File: src/rtl/comp_seq_ctrl_if.sv
// Request/result handshake bundle for the serial magnitude-compare sequencer.
// The master drives operands and consumes verdicts; the slave is the sequencer.
interface comp_seq_ctrl_if #(
   parameter int unsigned WIDTH = 8
);
   logic             in_valid;
   logic             in_ready;
   logic [WIDTH-1:0] a;
   logic [WIDTH-1:0] b;
   logic             out_valid;
   logic             out_ready;
   logic             eq;
   logic             gr;
   logic             le;
   logic             busy;

   modport master (
      output in_valid, a, b, out_ready,
      input  in_ready, out_valid, eq, gr, le, busy
   );

   modport slave (
      input  in_valid, a, b, out_ready,
      output in_ready, out_valid, eq, gr, le, busy
   );
endinterface

File: src/rtl/comp_seq_ctrl.sv
// Serial magnitude comparator: one shared 2-bit eq/gr/le slice walks the operands
// MSB pair first, optionally stopping at the first unequal pair.
module comp_seq_ctrl #(
   parameter int unsigned WIDTH      = 8,
   parameter bit          EARLY_EXIT = 1'b1
) (
   input logic             clk,
   input logic             rst,
   comp_seq_ctrl_if.slave  bus
);
   localparam int unsigned PAIRS = WIDTH / 2;
   localparam int unsigned IW    = (PAIRS > 1) ? $clog2(PAIRS) : 1;

   localparam logic [1:0] IDLE = 2'd0;
   localparam logic [1:0] SCAN = 2'd1;
   localparam logic [1:0] DONE = 2'd2;

   logic [1:0]       state;
   logic [WIDTH-1:0] a_r;
   logic [WIDTH-1:0] b_r;
   logic [IW-1:0]    idx;
   logic             decided;
   logic             eq_r;
   logic             gr_r;
   logic             le_r;
   logic [1:0]       pa;
   logic [1:0]       pb;
   logic             slice_gr;
   logic             slice_le;

   always_comb begin
      pa       = a_r[{idx, 1'b0} +: 2];
      pb       = b_r[{idx, 1'b0} +: 2];
      slice_gr = (pa[1] & ~pb[1]) | ((pa[1] ~^ pb[1]) & pa[0] & ~pb[0]);
      slice_le = (~pa[1] & pb[1]) | ((pa[1] ~^ pb[1]) & ~pa[0] & pb[0]);
   end

   assign bus.in_ready  = (state == IDLE) && !rst;
   assign bus.out_valid = (state == DONE);
   assign bus.busy      = (state != IDLE);
   assign bus.eq        = eq_r;
   assign bus.gr        = gr_r;
   assign bus.le        = le_r;

   always_ff @(posedge clk) begin
      if (rst) begin
         state   <= IDLE;
         a_r     <= '0;
         b_r     <= '0;
         idx     <= '0;
         decided <= 1'b0;
         eq_r    <= 1'b0;
         gr_r    <= 1'b0;
         le_r    <= 1'b0;
      end else begin
         case (state)
            IDLE: begin
               if (bus.in_valid) begin
                  a_r     <= bus.a;
                  b_r     <= bus.b;
                  idx     <= IW'(PAIRS - 1);
                  decided <= 1'b0;
                  state   <= SCAN;
               end
            end
            SCAN: begin
               if (!decided && (slice_gr || slice_le)) begin
                  gr_r    <= slice_gr;
                  le_r    <= slice_le;
                  decided <= 1'b1;
                  if (EARLY_EXIT) state <= DONE;
               end
               // eq only when no pair, including this last one, differed
               if (idx == '0) begin
                  state <= DONE;
                  if (!decided && !slice_gr && !slice_le) eq_r <= 1'b1;
               end else begin
                  idx <= idx - 1'b1;
               end
            end
            DONE: begin
               if (bus.out_ready) begin
                  state <= IDLE;
                  eq_r  <= 1'b0;
                  gr_r  <= 1'b0;
                  le_r  <= 1'b0;
               end
            end
            default: state <= IDLE;
         endcase
      end
   end
endmodule
File: src/flat_wrapper.sv
// flat-port wrapper written by rule: the top's interface ports become plain ports
module comp_seq_ctrl_flat 
#(
   parameter int unsigned WIDTH      = 8,
   parameter bit          EARLY_EXIT = 1'b1
)
  (clk, rst, bus_in_valid, bus_a, bus_b, bus_out_ready, bus_in_ready, bus_out_valid, bus_eq, bus_gr, bus_le, bus_busy);
  comp_seq_ctrl_if #(.WIDTH(WIDTH)) bus_i ();
  input logic clk;
  input logic rst;
  input wire logic [$bits(bus_i.in_valid)-1:0] bus_in_valid;
  input wire logic [$bits(bus_i.a)-1:0] bus_a;
  input wire logic [$bits(bus_i.b)-1:0] bus_b;
  input wire logic [$bits(bus_i.out_ready)-1:0] bus_out_ready;
  output wire logic [$bits(bus_i.in_ready)-1:0] bus_in_ready;
  output wire logic [$bits(bus_i.out_valid)-1:0] bus_out_valid;
  output wire logic [$bits(bus_i.eq)-1:0] bus_eq;
  output wire logic [$bits(bus_i.gr)-1:0] bus_gr;
  output wire logic [$bits(bus_i.le)-1:0] bus_le;
  output wire logic [$bits(bus_i.busy)-1:0] bus_busy;
  assign bus_i.in_valid = bus_in_valid;
  assign bus_i.a = bus_a;
  assign bus_i.b = bus_b;
  assign bus_i.out_ready = bus_out_ready;
  assign bus_in_ready = bus_i.in_ready;
  assign bus_out_valid = bus_i.out_valid;
  assign bus_eq = bus_i.eq;
  assign bus_gr = bus_i.gr;
  assign bus_le = bus_i.le;
  assign bus_busy = bus_i.busy;
  comp_seq_ctrl #(.WIDTH(WIDTH), .EARLY_EXIT(EARLY_EXIT)) u_core (.clk(clk), .rst(rst), .bus(bus_i));
endmodule
File: config.mk
export PLATFORM = sky130hd
export DESIGN_NAME = comp_seq_ctrl_flat
export DESIGN_NICKNAME = d
export VERILOG_FILES = /design/src/rtl/comp_seq_ctrl_if.sv /design/src/rtl/comp_seq_ctrl.sv /design/src/flat_wrapper.sv
export SDC_FILE = /design/constraint.sdc
export NUM_CORES = 1
export LEC_CHECK = 0
export CORE_MARGIN = 5
export CORE_UTILIZATION = 35
export DETAILED_ROUTE_END_ITERATION = 16
export PLACE_DENSITY = 0.65
export SLEW_MARGIN = 0
export SYNTH_ARGS = -nofsm -noshare
export SYNTH_HDL_FRONTEND = slang
export SYNTH_SLANG_ARGS = --single-unit
File: constraint.sdc
create_clock -name clk -period 3.5 [get_ports clk]
set_input_delay 0.875 -clock clk [delete_from_list [all_inputs] [get_ports clk]]
set_output_delay 0.875 -clock clk [all_outputs]
set_load 0.05 [all_outputs]
==> results.md <==
* Clock Tree Buf Depth at 2
* Crit path capture type: output pin
* Crit path kind: reg2out
* Post-synth EDFFs at 0
* Worst-path cell chain: nor2b_1 > clkdlybuf4s50_1
* CP Max Fanout at 8
* Cts bufs inserted at 3
* Reg clk slew, reported paths at 130 ps
* Final Skew at 7.50 ps
* Mapped Nets at 165
* CTS tree: yes
* I/O Buffers at 25
* Syn_area_per_cell at 8.65 um2
* Core Util, Final at 46.5%
* Initial Util at 36.5%
* DRC Markers at 0
* Ranking of synthesized cells by area: dfxtp_1, nand2_1, mux4_1
* Total track usage at 10.9%
* Ant. Diodes at 0
* Unrepaired setup endpoints after global routing: false
* Max-cap violation count at 0
* Nets at 189
* First-pass GRT wire length at 4460 um
* Core ar. at 3360 um2
* Post-CTS setup buffers at 0
* Vias at 1034
* Worst setup SP type: flop
* Die ar. at 4800 um2
* Synth top area share at 39.1%
* Min-delay worst type: reg2reg
* Placement row count at 21
* Worst EP required at 2620 ps
* Post-cts resize count at 0
* Placed wire-length estimate at 1900 um
* Synthesized flop and latch total at 24
* CTS Hold Buffers Added at 0
* Worst-skew pair later-pin latency at 320 ps
* Final worst path period share at 83.0%
* Final hold viol count at 0
* Mapped Cells at 142
* Slew margin rel. at 66.3%
* DR WL/cell at 11.9 um
* Layout cell share with drive strength beyond 1 at 8.48%
* Lkg Pwr at 0.000600 uW
* Actual transition at the worst max-transition pin at 505 ps
* CTS Root Cell: clkbuf_4
* Tmin final at 2900 ps
* Area Growth Syn to Fin at 27.3%
* Sequential-to-total area share from yosys stat at 39.1%
* Total Wirelength at 2520 um
* Most instantiated cells after synthesis: nand2_1, dfxtp_1, a21oi_1
* PD cells at 535 nW/um2
* Most frequent cell after synthesis: nand2_1
* Final Max Slew Viols at 0
* Die Y at 69.3 um
* Reg2reg path depth at 6
* First DRT Iteration DRCs at 68
* Die X at 69.3 um
* Peak supply drop at 0.257 mV
* Antenna viol nets, final at 0
* Stages on worst setup path at 2
* CP bufs+invs at 1
* Status: finished, final reports clean
* Synth warnings at 0
* GR Overflow Total at 0
* Endpoints failing setup at 0
* CTS sink cnt at 24
* CP arrival at 2030 ps
* Crit path max-delay family: buffers and inverters
* Mapped Area at 1230 um2
* Critical path's slowest cell: clkdlybuf4s50_1
* Largest stage delay on the critical path at 870 ps
* Fmax achieved at 0.344 GHz
* GP Congestion at 0.805
* Via/cell ratio at 4.90
* H-tree depth at 1
* Min-Delay Path Depth at 2
* Largest net degree at the start of global routing at 31
* IO Count at 26
* Ys flop type: dfxtp_1
* Largest area contributor in the netlist: dfxtp_1
* Initial antenna violation count at 0
* Vias in the first global route at 1000
* Netlist cell types at 32
* Fin Setup TNS at 0 ps
* TritonRoute pass-1 iters at 4
* Post-synth ARST share at 0%
* Power Total at 837 uW
## layout by cell type, fill, tap and decap left out, types with 4 or more instances in the layout
cell / n
nor3_1: 4
xnor2_1: 4
clkdlybuf4s50_1: 24
nand2b_1: 4
mux4_1: 4
nand2_1: 35
dfxtp_1: 24
nor2_1: 6
a21oi_1: 17
inv_1: 8
## worst min-delay path: cells and delay by family (launching register included)
family             cells  cell delay (ps)
DFF                    1              330
AOI/OAI and AO/OA      1               50
and+or+nand+nor        1               50
## cells by family after synthesis
kind of cell | share of synthesized area, %
DFF | 39.1
adders and majority gates | 3.06
buffers and inverters | 5.50
and+or+nand+nor | 21.7
xor gates and xnor gates | 2.85
AOI/OAI and AO/OA | 15.8
muxes | 12.0
## sequential cells by signal (all words and copies together) (netlist names)
register        cells
u_core.a_r          8
u_core.b_r          8
u_core.bus.eq       1
u_core.bus.gr       1
u_core.bus.le       1
u_core.decided      1
u_core.idx          2
u_core.state        2
## worst paths after layout
| kind | start | to | slack (ps) |
|---|---|---|---|
| hold / removal | u_core.a_r[5]$_SDFFE_PP0P_ | u_core.a_r[5]$_SDFFE_PP0P_ | 460 |
| setup / recovery | u_core.state[1]$_SDFFE_PP0P_ | bus_out_valid | 600 |
| setup reg to reg | u_core.idx[0]$_SDFFE_PP0P_ | u_core.bus.le$_SDFFE_PP0P_ | 1300 |
| hold reg to reg | u_core.a_r[5]$_SDFFE_PP0P_ | u_core.a_r[5]$_SDFFE_PP0P_ | 460 |
## per-stage QoR
stage                     cells  hold slack [ps]  setup slack, ps  cell area (um2)
final                       211              462              596             1560
after global routing        211              473              478             1560
after CTS                   211              465              574             1560
after detailed placement    207              447              937             1530
after global placement      207              442              934             1530
after floorplan             142              432              689             1230
## power by group
group	switching (uW)	internal, uW	total, uW
logic	185	155	341
clock network	82.3	63.6	146
registers	39.7	311	351
## per-layer routing
layer,vias to the layer above,global-route usage [%],wire length [um]
met5,-,0,0
met4,0,1.95,9
met3,2,4.06,154
met2,25,19.2,1160
met1,468,12.8,1190
li1,539,-,-
## cell type report
class	count	area [um2]
clock buffer	4	36.3
inverter	9	33.8
timing repair buffer	27	275
tap	46	57.6
fill	358	1800
multi-input combinational	101	681
sequential	24	480
No activity file was read; power rests on OpenSTA's default activity.
